[src/rtl/dcache_wb.sv]
// -----------------------------------------------------------------------------
// dcache_wb
//   Direct-mapped, write-back, write-allocate data cache. It sits between the
//   core's load/store uop stage and a slower backing memory. There is one
//   32-bit word per line, and all addresses are word addresses.
//
// Ports
//   clock      : single clock, rising edge
//   reset      : synchronous, active-high; invalidates every line and
//                abandons any miss in flight
//   addr       : word address of the core access
//   data_in    : store data
//   uop        : micro-op; only STR_UOP and LDR_UOP act, all others are no-ops
//   data_out   : registered load result
//   busy       : a miss is in progress; the core holds its inputs
//   mem_req    : backing-memory request, held until mem_ack
//   mem_we     : 1 = write-back of a dirty victim, 0 = refill read
//   mem_addr   : backing-memory word address
//   mem_wdata  : write-back data
//   mem_rdata  : refill data, valid together with mem_ack
//   mem_ack    : one-cycle acknowledge of the current request
// -----------------------------------------------------------------------------
module dcache_wb #(
    parameter int          ADDR_W  = 16,
    parameter int          INDEX_W = 4,
    parameter logic [4:0]  STR_UOP = 5'b01001,
    parameter logic [4:0]  LDR_UOP = 5'b01010
) (
    input  logic              clock,
    input  logic              reset,
    input  logic [ADDR_W-1:0] addr,
    input  logic [31:0]       data_in,
    input  logic [4:0]        uop,
    output logic [31:0]       data_out,
    output logic              busy,
    output logic              mem_req,
    output logic              mem_we,
    output logic [ADDR_W-1:0] mem_addr,
    output logic [31:0]       mem_wdata,
    input  logic [31:0]       mem_rdata,
    input  logic              mem_ack
);

    localparam int LINES = 1 << INDEX_W;
    localparam int TAG_W = ADDR_W - INDEX_W;

    typedef enum logic [1:0] {
        IDLE      = 2'd0,
        WRITEBACK = 2'd1,
        REFILL    = 2'd2
    } state_t;

    state_t state;

    // Line storage. The data and tag arrays carry no reset; the valid bits
    // alone decide whether a line means anything.
    logic [31:0]      data_mem [LINES];
    logic [TAG_W-1:0] tag_mem  [LINES];
    logic [LINES-1:0] valid;
    logic [LINES-1:0] dirty;

    // The access that missed is captured here so the core inputs can be
    // ignored for the rest of the miss.
    logic              lat_str;
    logic [ADDR_W-1:0] lat_addr;
    logic [31:0]       lat_data;

    logic [INDEX_W-1:0] idx;
    logic [TAG_W-1:0]   tag;
    logic [INDEX_W-1:0] lat_idx;
    logic [TAG_W-1:0]   lat_tag;
    logic               is_str;
    logic               is_ldr;
    logic               hit;
    logic               victim_dirty;
    logic               miss_start;

    assign idx     = addr[INDEX_W-1:0];
    assign tag     = addr[ADDR_W-1:INDEX_W];
    assign lat_idx = lat_addr[INDEX_W-1:0];
    assign lat_tag = lat_addr[ADDR_W-1:INDEX_W];
    assign is_str  = (uop == STR_UOP);
    assign is_ldr  = (uop == LDR_UOP);

    assign hit          = valid[idx] && (tag_mem[idx] == tag);
    assign victim_dirty = valid[idx] && dirty[idx];

    // A store miss onto a clean or invalid line is allocated in place. Only
    // load misses and dirty-victim store misses need the memory.
    assign miss_start = (state == IDLE) &&
                        ((is_ldr && !hit) || (is_str && !hit && victim_dirty));

    // Array write port. There are three writers: a store in IDLE, a latched
    // store that completes after its write-back, and refill data.
    logic               arr_we;
    logic [INDEX_W-1:0] arr_idx;
    logic [TAG_W-1:0]   arr_tag;
    logic [31:0]        arr_data;

    always_comb begin
        arr_we   = 1'b0;
        arr_idx  = idx;
        arr_tag  = tag;
        arr_data = data_in;
        case (state)
            IDLE: begin
                if (is_str && (hit || !victim_dirty)) begin
                    arr_we = 1'b1;
                end
            end
            WRITEBACK: begin
                if (mem_ack && lat_str) begin
                    arr_we   = 1'b1;
                    arr_idx  = lat_idx;
                    arr_tag  = lat_tag;
                    arr_data = lat_data;
                end
            end
            REFILL: begin
                if (mem_ack) begin
                    arr_we   = 1'b1;
                    arr_idx  = lat_idx;
                    arr_tag  = lat_tag;
                    arr_data = mem_rdata;
                end
            end
            default: begin
                arr_we = 1'b0;
            end
        endcase
    end

    always_ff @(posedge clock) begin
        if (arr_we) begin
            data_mem[arr_idx] <= arr_data;
            tag_mem[arr_idx]  <= arr_tag;
        end
    end

    // Control FSM and registered outputs. Reset wins over a coincident
    // mem_ack, so a write-back that was in flight is simply dropped.
    always_ff @(posedge clock) begin
        if (reset) begin
            state     <= IDLE;
            valid     <= '0;
            dirty     <= '0;
            data_out  <= '0;
            busy      <= 1'b0;
            mem_req   <= 1'b0;
            mem_we    <= 1'b0;
            mem_addr  <= '0;
            mem_wdata <= '0;
            lat_str   <= 1'b0;
            lat_addr  <= '0;
            lat_data  <= '0;
        end else begin
            case (state)
                IDLE: begin
                    if (is_ldr && hit) begin
                        data_out <= data_mem[idx];
                    end else if (is_str && (hit || !victim_dirty)) begin
                        valid[idx] <= 1'b1;
                        dirty[idx] <= 1'b1;
                    end else if (miss_start) begin
                        lat_str  <= is_str;
                        lat_addr <= addr;
                        lat_data <= data_in;
                        busy     <= 1'b1;
                        mem_req  <= 1'b1;
                        if (victim_dirty) begin
                            state     <= WRITEBACK;
                            mem_we    <= 1'b1;
                            mem_addr  <= {tag_mem[idx], idx};
                            mem_wdata <= data_mem[idx];
                        end else begin
                            state    <= REFILL;
                            mem_we   <= 1'b0;
                            mem_addr <= addr;
                        end
                    end
                end
                WRITEBACK: begin
                    if (mem_ack) begin
                        if (lat_str) begin
                            valid[lat_idx] <= 1'b1;
                            dirty[lat_idx] <= 1'b1;
                            busy           <= 1'b0;
                            mem_req        <= 1'b0;
                            mem_we         <= 1'b0;
                            state          <= IDLE;
                        end else begin
                            // The refill is a second request. mem_req
                            // stays high while the request turns into a read.
                            mem_we   <= 1'b0;
                            mem_addr <= lat_addr;
                            state    <= REFILL;
                        end
                    end
                end
                REFILL: begin
                    if (mem_ack) begin
                        valid[lat_idx] <= 1'b1;
                        dirty[lat_idx] <= 1'b0;
                        data_out       <= mem_rdata;
                        busy           <= 1'b0;
                        mem_req        <= 1'b0;
                        state          <= IDLE;
                    end
                end
                default: begin
                    state <= IDLE;
                end
            endcase
        end
    end

endmodule
[config.mk]
export PLATFORM = sky130hd
export DESIGN_NAME = dcache_wb
export DESIGN_NICKNAME = d
export VERILOG_FILES = /design/src/rtl/dcache_wb.sv
export SDC_FILE = /design/constraint.sdc
export NUM_CORES = 1
export LEC_CHECK = 0
export CAP_MARGIN = 25
export CORE_ASPECT_RATIO = 0.8
export CORE_MARGIN = 2
export CORE_UTILIZATION = 30
export CTS_CLUSTER_DIAMETER = 40
export DETAILED_ROUTE_END_ITERATION = 10
export PLACE_DENSITY = 0.51
export SYNTH_ARGS = -nofsm -noshare
export SYNTH_HDL_FRONTEND = slang
export SYNTH_SLANG_ARGS = --single-unit
[constraint.sdc]
create_clock -name clock -period 8.3 [get_ports clock]
set_input_delay 0.83 -clock clock [delete_from_list [all_inputs] [get_ports clock]]
set_output_delay 0.83 -clock clock [all_outputs]
set_load 0.005 [all_outputs]
==> flow_summary_export.csv, run 1 <==
group,metric,value,unit
timing,fmax,198,MHz
timing,finalSetupTns,0,ns
cells_and_area,n_fill_cell,10992,
yosys,synth-edff-count,704,
setup_path,cp.required,8.61,ns
detailed_routing,wl_per_cell,23.8,µm
yosys,netlist_top_cells_count,"704 x edfxtp_1, 210 x mux4_2, 165 x dfxtp_1",
floorplan,core.rowCount,113,
setup_path,cp.arrival,5.35,ns
setup_path,slowest_delay,0.72,ns
placement,dp_hpwl,56.9,mm
cts,clock_tree.root_cell,"clkbuf_16",
detailed_routing,via_per_inst,5.02,
setup_path,path_max_fanout,59,
placement,post-place-cells,3815,
cts,postCtsHoldBufs,0,
min_path,worstHoldPathCells,2,
cts,cts_sinks,869,
pwr,p_leak,15.0,nW
setup_path,start_kind,"primary input",
yosys,yosys_register_bits,869,
setup_path,ff2ff_path_depth,14,
setup_path,cp_cell_sequence,"buf_8 -> buf_4 -> mux4_2 -> mux2i_1 -> mux2i_1 -> xor2_1 -> nor4_2 -> nand4b_2 -> a21oi_2 -> a21boi_2 -> buf_8 -> nor3_2 -> buf_4",
min_path,hold_end,"valid[3]",
cts,post-cts-setup-buffers,0,
pwr,switching_share,24.0,%
cts,clk-insertion-delay-late,0.72,ns
setup_path,reg2reg_slack,3.26,ns
detailed_routing,drtIter0Drc,1854,
yosys,syn_avg_cell_area,17.0,µm²
pwr,ir_worst_vdd,0.000143,V
timing,fin_crit_sh,60.8,%
timing,fin_crit,5.04,ns
cells_and_area,antenna_cells,0,
cts,cts_tree,"done",
cells_and_area,area_growth,22.4,%
run,max_cap_viol_count,0,
cells_and_area,seqCellArea,24400,µm²
setup_path,end_kind,"register",
timing,slew_headroom,26.7,%
cts,clk_pin_slew,0.05,ns
grt,grt_usage,15.7,%
cts,clockBufferDepth,3,
grt,grt_pass1_wl,143,mm
yosys,synth_cell_types,69,
cts,numCtsBuffers,130,
pwr,power_frac_seq,44.0,%
setup_path,r2r_start,"state[1]",
floorplan,ios,171,
pwr,total_power,11.1,mW
placement,place_congestion,0.811,
setup_path,crit_buf_inv,4,
pwr,power.internal,8.45,mW
detailed_routing,top_layer,"met5",
cells_and_area,multi_input_area,10800,µm²
timing,fin_skew,0.0378,ns
cells_and_area,final_area,44100,µm²
detailed_routing,first_pass_iters,5,
yosys,ys_top_cells_by_area,"edfxtp_1 59%, mux4_2 13%, dfxtp_1 9.2%, mux2i_1 4.0%, o41ai_2 1.7%",
cts,post_cts_resized,0,
yosys,synthArstFlopShare,0,%
yosys,synth_top_flop_cell,"edfxtp_1",
timing,setup_slack,3.26,ns
detailed_routing,detail-route-antenna-nets,0,
cells_and_area,nNetsFinal,2439,
grt,antenna_found_initial,3,
floorplan,die_w,391,µm
yosys,synth_top_area_share,58.7,%
placement,placed_area,39700,µm²
timing,setup_viol,0,
grt,grt-ovfl-total,0,
setup_path,r2r-end,"data_mem[10][19]",
outcome,status,"completed",
timing,finalHoldViolations,0,
setup_path,critical-path-top-delay-family,"buffers and inverters",
pwr,p_per_area,252,nW/µm²
yosys,yosysMostFrequentCell,"edfxtp_1",
detailed_routing,wl_met1,42.8,mm
cells_and_area,instances_no_fill,4059,
yosys,yosysWarnings,0,
floorplan,core,119000,µm²
pwr,combinationalPowerShare,8.5,%
detailed_routing,drc,0,
timing,slew_violations,0,
floorplan,dieHeight,314,µm
placement,io_buffer_count,170,
yosys,yosysSeqAreaShare,67.9,%
yosys,synth_area_leader_cell,"edfxtp_1",
yosys,syn_nets,2215,
detailed_routing,dr_wl_met2,45.9,mm
detailed_routing,via_count,20380,
grt,grt_pass1_vias,21181,
timing,rsz0062_at_grt,"false",
min_path,min_from,"valid[3]",
cells_and_area,drive_gt1_share,24.6,%
cells_and_area,final_util,37.1,%
detailed_routing,wl_met3,5.95,mm
yosys,synthCells,2123,
grt,grt_max_degree,90,
yosys,synthesis.area,36000,µm²
timing,tightest_slew,1.10,ns
floorplan,die_area,123000,µm²
placement,pre_cts_slack,2.40,ns
floorplan,initial_utilization,30.3,%
setup_path,critical_path_class,"in2reg",
min_path,hold_class,"reg2reg",
cts,htreeDepth,4,
pwr,p_clk_share,47.5,%
setup_path,slowest_stage,"buf_4",
pwr,p_switching,2.67,mW
timing,hold_slack,0.464,ns
detailed_routing,wirelength,96.7,mm
## area by class of cell
class                   count  share of cell area [%]
multi-input cells        1062                    24.6
repair buffers            257                    5.49
inverters                  27                   0.230
well taps                1610                    4.57
clock buffers             145                    7.70
clock inverters            89                    1.96
flip-flops and latches    869                    55.5
## state kept, by name (all words and copies together) (netlist names)
signal and flops:
mem_we 1, mem_wdata 32, lat_data 32, mem_addr 16
data_out 32, dirty 16, lat_addr 16, data_mem 512
state 2, mem_req 1, tag_mem 192, lat_str 1
valid 16
## placed cells by master, fill, tap and decap left out, drive strengths merged, types with 46 or more instances in the layout
cell type and count:
o41ai 53, a21oi 58, clkinv 48, inv 46, nand2 93, o21ai 84, mux4 210, nor2 121
buf 90, clkdlybuf4s50 165, dfxtp 165, clkbuf 147, mux2i 144, edfxtp 704
## layer usage
layer | up-vias | GRT usage (%)
met2 | 647 | 24.9
met5 | - | 0
li1 | 9035 | -
met4 | 2 | 4.67
met3 | 144 | 3.47
met1 | 10552 | 21.6
## cells by family after synthesis
group / after synthesis / share of synthesized area [%]
AOI/OAI and AO/OA: 336 / 7.30
xor gates and xnor gates: 15 / 0.365
adders and majority gates: 4 / 0.139
buffers and inverters: 192 / 2.32
DFF: 869 / 67.9
muxes: 370 / 17.6
and+or+nand+nor: 337 / 4.31
## worst max-delay path by stage
stage / start / end / slack [ns] / cells after the start
floorplan: addr[0] / data_mem[11][0] / 0.91 / 11
global placement: addr[1] / data_mem[1][19] / 2.39 / 12
detailed placement: addr[1] / data_mem[4][16] / 2.40 / 12
CTS: addr[1] / data_mem[4][19] / 3.13 / 12
global route: state[1] / data_mem[5][16] / 2.88 / 14
finish: addr[1] / data_mem[4][16] / 3.26 / 13
## power by group through the flow
| stage | registers, mW | logic [mW] | clock network (mW) |
|---|---|---|---|
| floorplan | 4.98 | 0.552 | 0 |
| global placement | 4.98 | 0.922 | 0 |
| detailed placement | 4.98 | 0.944 | 0 |
| CTS | 4.89 | 0.948 | 5.41 |
| global route | 4.90 | 1.02 | 5.61 |
| finish | 4.89 | 0.948 | 5.29 |
## worst reg2reg max path: cells and delay by family (launching register included)
family,cells,cell delay [ns]
AND/OR/NAND/NOR,4,0.98
flip-flops,1,0.34
AO/OA/AOI/OAI,4,0.92
buffers and inverters,5,2.25
adder cells (fa/ha/maj),1,0.13
Power figures use the tool's default switching activity.
==> run 2, diff against run 1 <==
Settings changed: PLACE_DENSITY 0.51 to 0.53.
Clock period 8.3 ns to 4.5 ns, I/O delays scaled along.
==> run 2 against run 1 <==
Effect of this change: wire length rose by 2.6%; clock power rose by 79%; combinational power rose by 95%; largest power group unchanged; sequential share of layout area fell by 0.66 points; count of clock-buffer cells in the layout fell by 7; critical path type is now reg2reg.
==> flow_summary_export.csv, run 2 (synthesized netlist as in run 1, its figures left out) <==
group,metric,value,unit
setup_path,cp_cell_sequence,"inv_1 -> ha_1 -> inv_1 -> buf_4 -> o21bai_1 -> or2_2 -> nand2_1 -> a21oi_1 -> a31oi_1 -> o22ai_1 -> nand2b_1 -> nor3_4 -> buf_12",
floorplan,core,119000,µm²
min_path,hold_class,"in2reg",
cts,post-cts-setup-buffers,0,
pwr,p_per_area,456,nW/µm²
grt,grt_max_degree,106,
detailed_routing,drc,0,
cells_and_area,area_growth,23.9,%
setup_path,cp.required,4.84,ns
timing,rsz0062_at_grt,"false",
floorplan,initial_utilization,30.3,%
grt,grt_pass1_vias,21418,
pwr,p_switching,4.95,mW
placement,io_buffer_count,170,
cells_and_area,n_fill_cell,10902,
detailed_routing,drtIter0Drc,2109,
cts,clk_pin_slew,0.05,ns
cts,clockBufferDepth,3,
pwr,power_frac_seq,44.4,%
cts,numCtsBuffers,118,
timing,slew_violations,0,
cts,clk-insertion-delay-late,0.70,ns
detailed_routing,wirelength,99.2,mm
timing,finalHoldViolations,0,
timing,fmax,253,MHz
setup_path,critical_path_class,"reg2reg",
timing,fin_skew,0.0381,ns
detailed_routing,via_per_inst,5.09,
cells_and_area,drive_gt1_share,25.6,%
cells_and_area,top_regs,"data_mem x512, tag_mem x192",
placement,dp_hpwl,63.5,mm
setup_path,cp.arrival,4.29,ns
detailed_routing,wl_per_cell,24.2,µm
cells_and_area,multi_input_area,10900,µm²
grt,grt_pass1_wl,146,mm
grt,met2_usage,24.8,%
floorplan,die_w,391,µm
run,max_cap_viol_count,0,
timing,tightest_slew,0.882,ns
setup_path,crit_buf_inv,4,
cells_and_area,largest-register,"data_mem",
outcome,status,"completed",
cts,post_cts_resized,0,
pwr,switching_share,24.3,%
timing,finalSetupTns,0,ns
timing,setup_slack,0.545,ns
cells_and_area,largest_reg_flops,512,
pwr,combinationalPowerShare,9.1,%
setup_path,slowest_delay,0.50,ns
pwr,p_clk_share,46.5,%
timing,setup_viol,0,
cts,cts_tree,"done",
cells_and_area,final_cell_mix,"704 x edfxtp_1, 210 x mux4_2, 165 x dfxtp_1, 165 x clkdlybuf4s50_1, 144 x mux2i_1",
timing,fin_crit,3.96,ns
setup_path,start_kind,"register",
timing,hold_slack,0.178,ns
floorplan,ios,171,
pwr,total_power,20.3,mW
cells_and_area,seqCellArea,24400,µm²
detailed_routing,via_count,20832,
grt,grt-ovfl-total,0,
cells_and_area,final_common_cell,"edfxtp_1",
detailed_routing,detail-route-antenna-nets,0,
grt,busiest_layer,"met2",
floorplan,die_area,123000,µm²
setup_path,path_max_fanout,36,
grt,grtUsageMet3,3.01,%
setup_path,path_common_cell,"inv_1",
pwr,ir_worst_vdd,0.000331,V
grt,antenna_found_initial,3,
cells_and_area,nNetsFinal,2467,
placement,place_congestion,0.823,
cts,clock_tree.root_cell,"clkbuf_16",
grt,grt_use_met1,23.1,%
floorplan,core.rowCount,113,
setup_path,critical-path-top-delay-family,"simple AND/OR/NAND/NOR gates",
cts,postCtsHoldBufs,0,
cells_and_area,final_util,37.5,%
setup_path,end_kind,"register",
pwr,p_leak,15.3,nW
placement,pre_cts_slack,0.209,ns
cts,htreeDepth,3,
grt,grt_usage,16.0,%
cts,cts_sinks,869,
timing,fin_crit_sh,87.9,%
floorplan,dieHeight,314,µm
pwr,power.internal,15.4,mW
detailed_routing,first_pass_iters,5,
timing,slew_headroom,41.2,%
setup_path,slowest_stage,"or2_2",
[run 2: cell types whose count changed in the layout (fill, tap and decap cells not counted), sizes merged, moves of 2 or more]
| cell | change |
|---|---|
| clkbuf | -8 |
| clkinvlp | -5 |
| clkinv | -2 |
| buf | +41 |
| bufinv | +5 |
| diode | +3 |
[run 2: power groups by stage]
stage	Sequential [mW]	Combinational, mW	Clock [mW]
final	9.02	1.85	9.46
after detailed placement	9.19	1.86	0
after global routing	9.03	1.98	9.98
after global placement	9.18	1.83	0
after CTS	9.02	1.87	9.64
after floorplan	9.18	1.05	0
[run 2: area by class of cell]
type | count | share of cell area, %
clock inverters | 88 | 2.30
clock buffers | 138 | 6.88
well taps | 1610 | 4.52
inverters | 27 | 0.230
diodes | 3 | 0.0168
flip-flops and latches | 869 | 54.8
multi-input cells | 1062 | 24.5
repair buffers | 297 | 6.70
[run 2: stage by stage]
step           instances  area [µm²]
2_1_floorplan       2123       36200
3_3_place_gp        3865       40500
3_5_place_dp        3865       40500
4_1_cts             4091       44600
5_1_grt             4091       44600
6_report            4094       44600
[run 2: path summary, 6_finish.rpt]
check           start              end  slack [ns]  cells after the start
min           addr[0]      lat_addr[0]        0.18                      3
max          state[1]  data_mem[6][29]        0.54                     13
max reg2reg  state[1]  data_mem[6][29]        0.54                     13
min reg2reg  valid[7]         valid[7]        0.47                      2
[run 2: metal layers]
metal  up-vias  wire length (µm)
met4         4              2300
li1       9102                 -
met3       162              5820
met2       708             45400
met1     10856             45700
met5         -                15
[run 2: worst reg2reg max path, stage by stage (launching register included)]
cell      delay [ns]
dfxtp_1         0.33
inv_1           0.08
ha_1            0.22
inv_1           0.06
buf_4           0.21
o21bai_1        0.38
or2_2           0.50
nand2_1         0.18
a21oi_1         0.15
a31oi_1         0.06
o22ai_1         0.48
nand2b_1        0.32
nor3_4          0.25
buf_12          0.32
==> run 3, diff against run 2 <==
Settings changed: CORE_UTILIZATION 30 to 54, PLACE_DENSITY 0.53 to 0.81.
==> run 3 against run 2 <==
Effect of this change: first-iteration DRC count is 41% higher; setup slack got worse by 0.24 ns; maximum frequency shrank 5.8%; power decreased by 7.1%; via count up 6.2%; combinational power barely moved; global-route usage rose by 13 points; wire length down 0.33%; register-to-register slack worse by 0.24 ns; critical path type unchanged; largest cell class unchanged.
==> flow_summary_export.csv, run 3 (synthesized netlist as in run 1, its figures left out) <==
group,metric,value,unit
outcome,status,"completed",
floorplan,dieHeight,235,µm
setup_path,slowest_stage,"mux4_2",
run,max_cap_viol_count,0,
floorplan,ios,171,
cts,clk-insertion-delay-late,0.68,ns
placement,dp_hpwl,54.9,mm
floorplan,core.rowCount,84,
timing,slew_headroom,31.7,%
pwr,power.internal,14.2,mW
detailed_routing,first_pass_iters,7,
cts,htreeDepth,3,
timing,fin_skew,0.0484,ns
timing,fin_crit,4.20,ns
pwr,p_clk_share,42.6,%
floorplan,die_w,293,µm
detailed_routing,wl_per_cell,30.1,µm
grt,grt_max_degree,110,
timing,slew_violations,0,
pwr,switching_share,24.8,%
pwr,p_switching,4.68,mW
cells_and_area,nNetsFinal,2437,
cells_and_area,area_growth,18.7,%
cells_and_area,final_common_cell,"edfxtp_1",
cts,numCtsBuffers,101,
detailed_routing,drc,0,
pwr,p_per_area,442,nW/µm²
cells_and_area,largest-register,"data_mem",
setup_path,cp_cell_sequence,"mux4_2 -> mux4_2 -> xnor2_1 -> o2111ai_1 -> nor4_2 -> nand4b_2 -> a21oi_4 -> a21boi_4 -> buf_4 -> nor3_4 -> buf_12",
grt,grt-ovfl-total,0,
cells_and_area,final_cell_mix,"704 x edfxtp_1, 210 x mux4_2, 165 x dfxtp_1, 165 x clkdlybuf4s50_1, 144 x mux2i_1",
min_path,hold_class,"in2reg",
cts,cts_tree,"done",
cells_and_area,antenna_cells,0,
timing,tightest_slew,1.02,ns
timing,fmax,238,MHz
setup_path,slowest_delay,0.50,ns
timing,fin_crit_sh,93.3,%
pwr,total_power,18.9,mW
setup_path,critical_path_class,"reg2reg",
timing,finalHoldViolations,0,
timing,hold_slack,0.240,ns
pwr,p_leak,14.9,nW
setup_path,end_kind,"register",
detailed_routing,drtIter0Drc,2964,
timing,setup_viol,0,
cells_and_area,instances_no_fill,3288,
grt,grt_pass1_vias,22907,
grt,grt_pass1_wl,147,mm
setup_path,cp.arrival,4.51,ns
cells_and_area,final_util,64.9,%
cells_and_area,drive_gt1_share,23.9,%
cts,clock_tree.root_cell,"clkbuf_16",
floorplan,core,65800,µm²
timing,rsz0062_at_grt,"false",
cts,post-cts-setup-buffers,0,
setup_path,path_max_fanout,38,
cells_and_area,largest_reg_flops,512,
timing,finalSetupTns,0,ns
pwr,power_frac_seq,47.8,%
detailed_routing,via_per_inst,6.73,
grt,grt_usage,28.8,%
placement,place_congestion,0.912,
pwr,ir_worst_vdd,0.000297,V
floorplan,initial_utilization,54.7,%
setup_path,path_common_cell,"mux4_2",
cts,cts_sinks,869,
placement,io_buffer_count,170,
setup_path,start_kind,"register",
floorplan,die_area,68700,µm²
placement,post-place-cells,3101,
detailed_routing,via_count,22122,
cts,post_cts_resized,0,
setup_path,cp.required,4.81,ns
cts,clockBufferDepth,3,
detailed_routing,wirelength,98.9,mm
detailed_routing,detail-route-antenna-nets,0,
cts,postCtsHoldBufs,0,
grt,antenna_found_initial,1,
pwr,combinationalPowerShare,9.6,%
cells_and_area,top_regs,"data_mem x512, tag_mem x192",
cts,clk_pin_slew,0.06,ns
==> run 3: changes by cell type in the layout (fill, tap and decap cells not counted), moves of 3 or more <==
cell | previous run | this run
inv_8 | 7 | 3
clkinv_4 | 14 | 7
diode_2 | 3 | 0
clkinvlp_4 | 9 | 4
bufinv_16 | 13 | 5
inv_6 | 14 | 19
clkbuf_16 | 119 | 102
clkinv_2 | 17 | 11
buf_4 | 102 | 89
==> run 3: layout make-up <==
type,count,area (µm²)
clock buffer,123,2660
clock inverter,63,607
fill,4151,23100
inverter,27,103
multi-input combinational,1062,10900
sequential,869,24400
tap,860,1080
timing repair buffer,284,2880
==> run 3: per-layer routing <==
layer  GRT usage, %  part of all wire (%)  vias to the layer above
li1               -                     -                     8996
met5              0                     0                        -
met2           46.9                    49                     1639
met3           7.01                    11                      299
met4           11.8                   4.2                        0
met1           37.6                    36                    11188
==> run 3: worst paths after layout <==
kind             startpoint        endpoint  slack [ns]  cells after the start
max          tag_mem[10][7]  data_mem[5][5]        0.30                     11
min                 addr[0]     lat_addr[0]        0.24                      3
max reg2reg  tag_mem[10][7]  data_mem[5][5]        0.30                     11
min reg2reg        valid[4]        valid[4]        0.47                      2
==> run 3: power by group through the flow <==
| stage | registers, mW | clock network [mW] | logic [mW] |
|---|---|---|---|
| finish | 9.03 | 8.06 | 1.82 |
| global route | 9.03 | 8.40 | 1.90 |
| CTS | 9.02 | 8.11 | 1.78 |
| detailed placement | 9.19 | 0 | 1.74 |
| global placement | 9.18 | 0 | 1.67 |
| floorplan | 9.18 | 0 | 1.05 |
==> run 3: metrics by stage <==
| stage | setup slack (ns) | area (µm²) |
|---|---|---|
| 5_1_grt | 0.310 | 42700 |
| 6_report | 0.300 | 42700 |
| 2_1_floorplan | 0.0152 | 36200 |
| 3_5_place_dp | 0.0807 | 39400 |
| 3_3_place_gp | 0.194 | 39400 |
| 4_1_cts | 0.458 | 42700 |
==> run 3: critical path: cells and delay by family, from the launching register on <==
| family | cells | cell delay [ns] |
|---|---|---|
| mux | 2 | 0.98 |
| simple gates | 3 | 0.89 |
| buf+inv | 2 | 0.60 |
| compound gates | 3 | 0.58 |
| flops | 1 | 0.39 |
| xor+xnor | 1 | 0.36 |
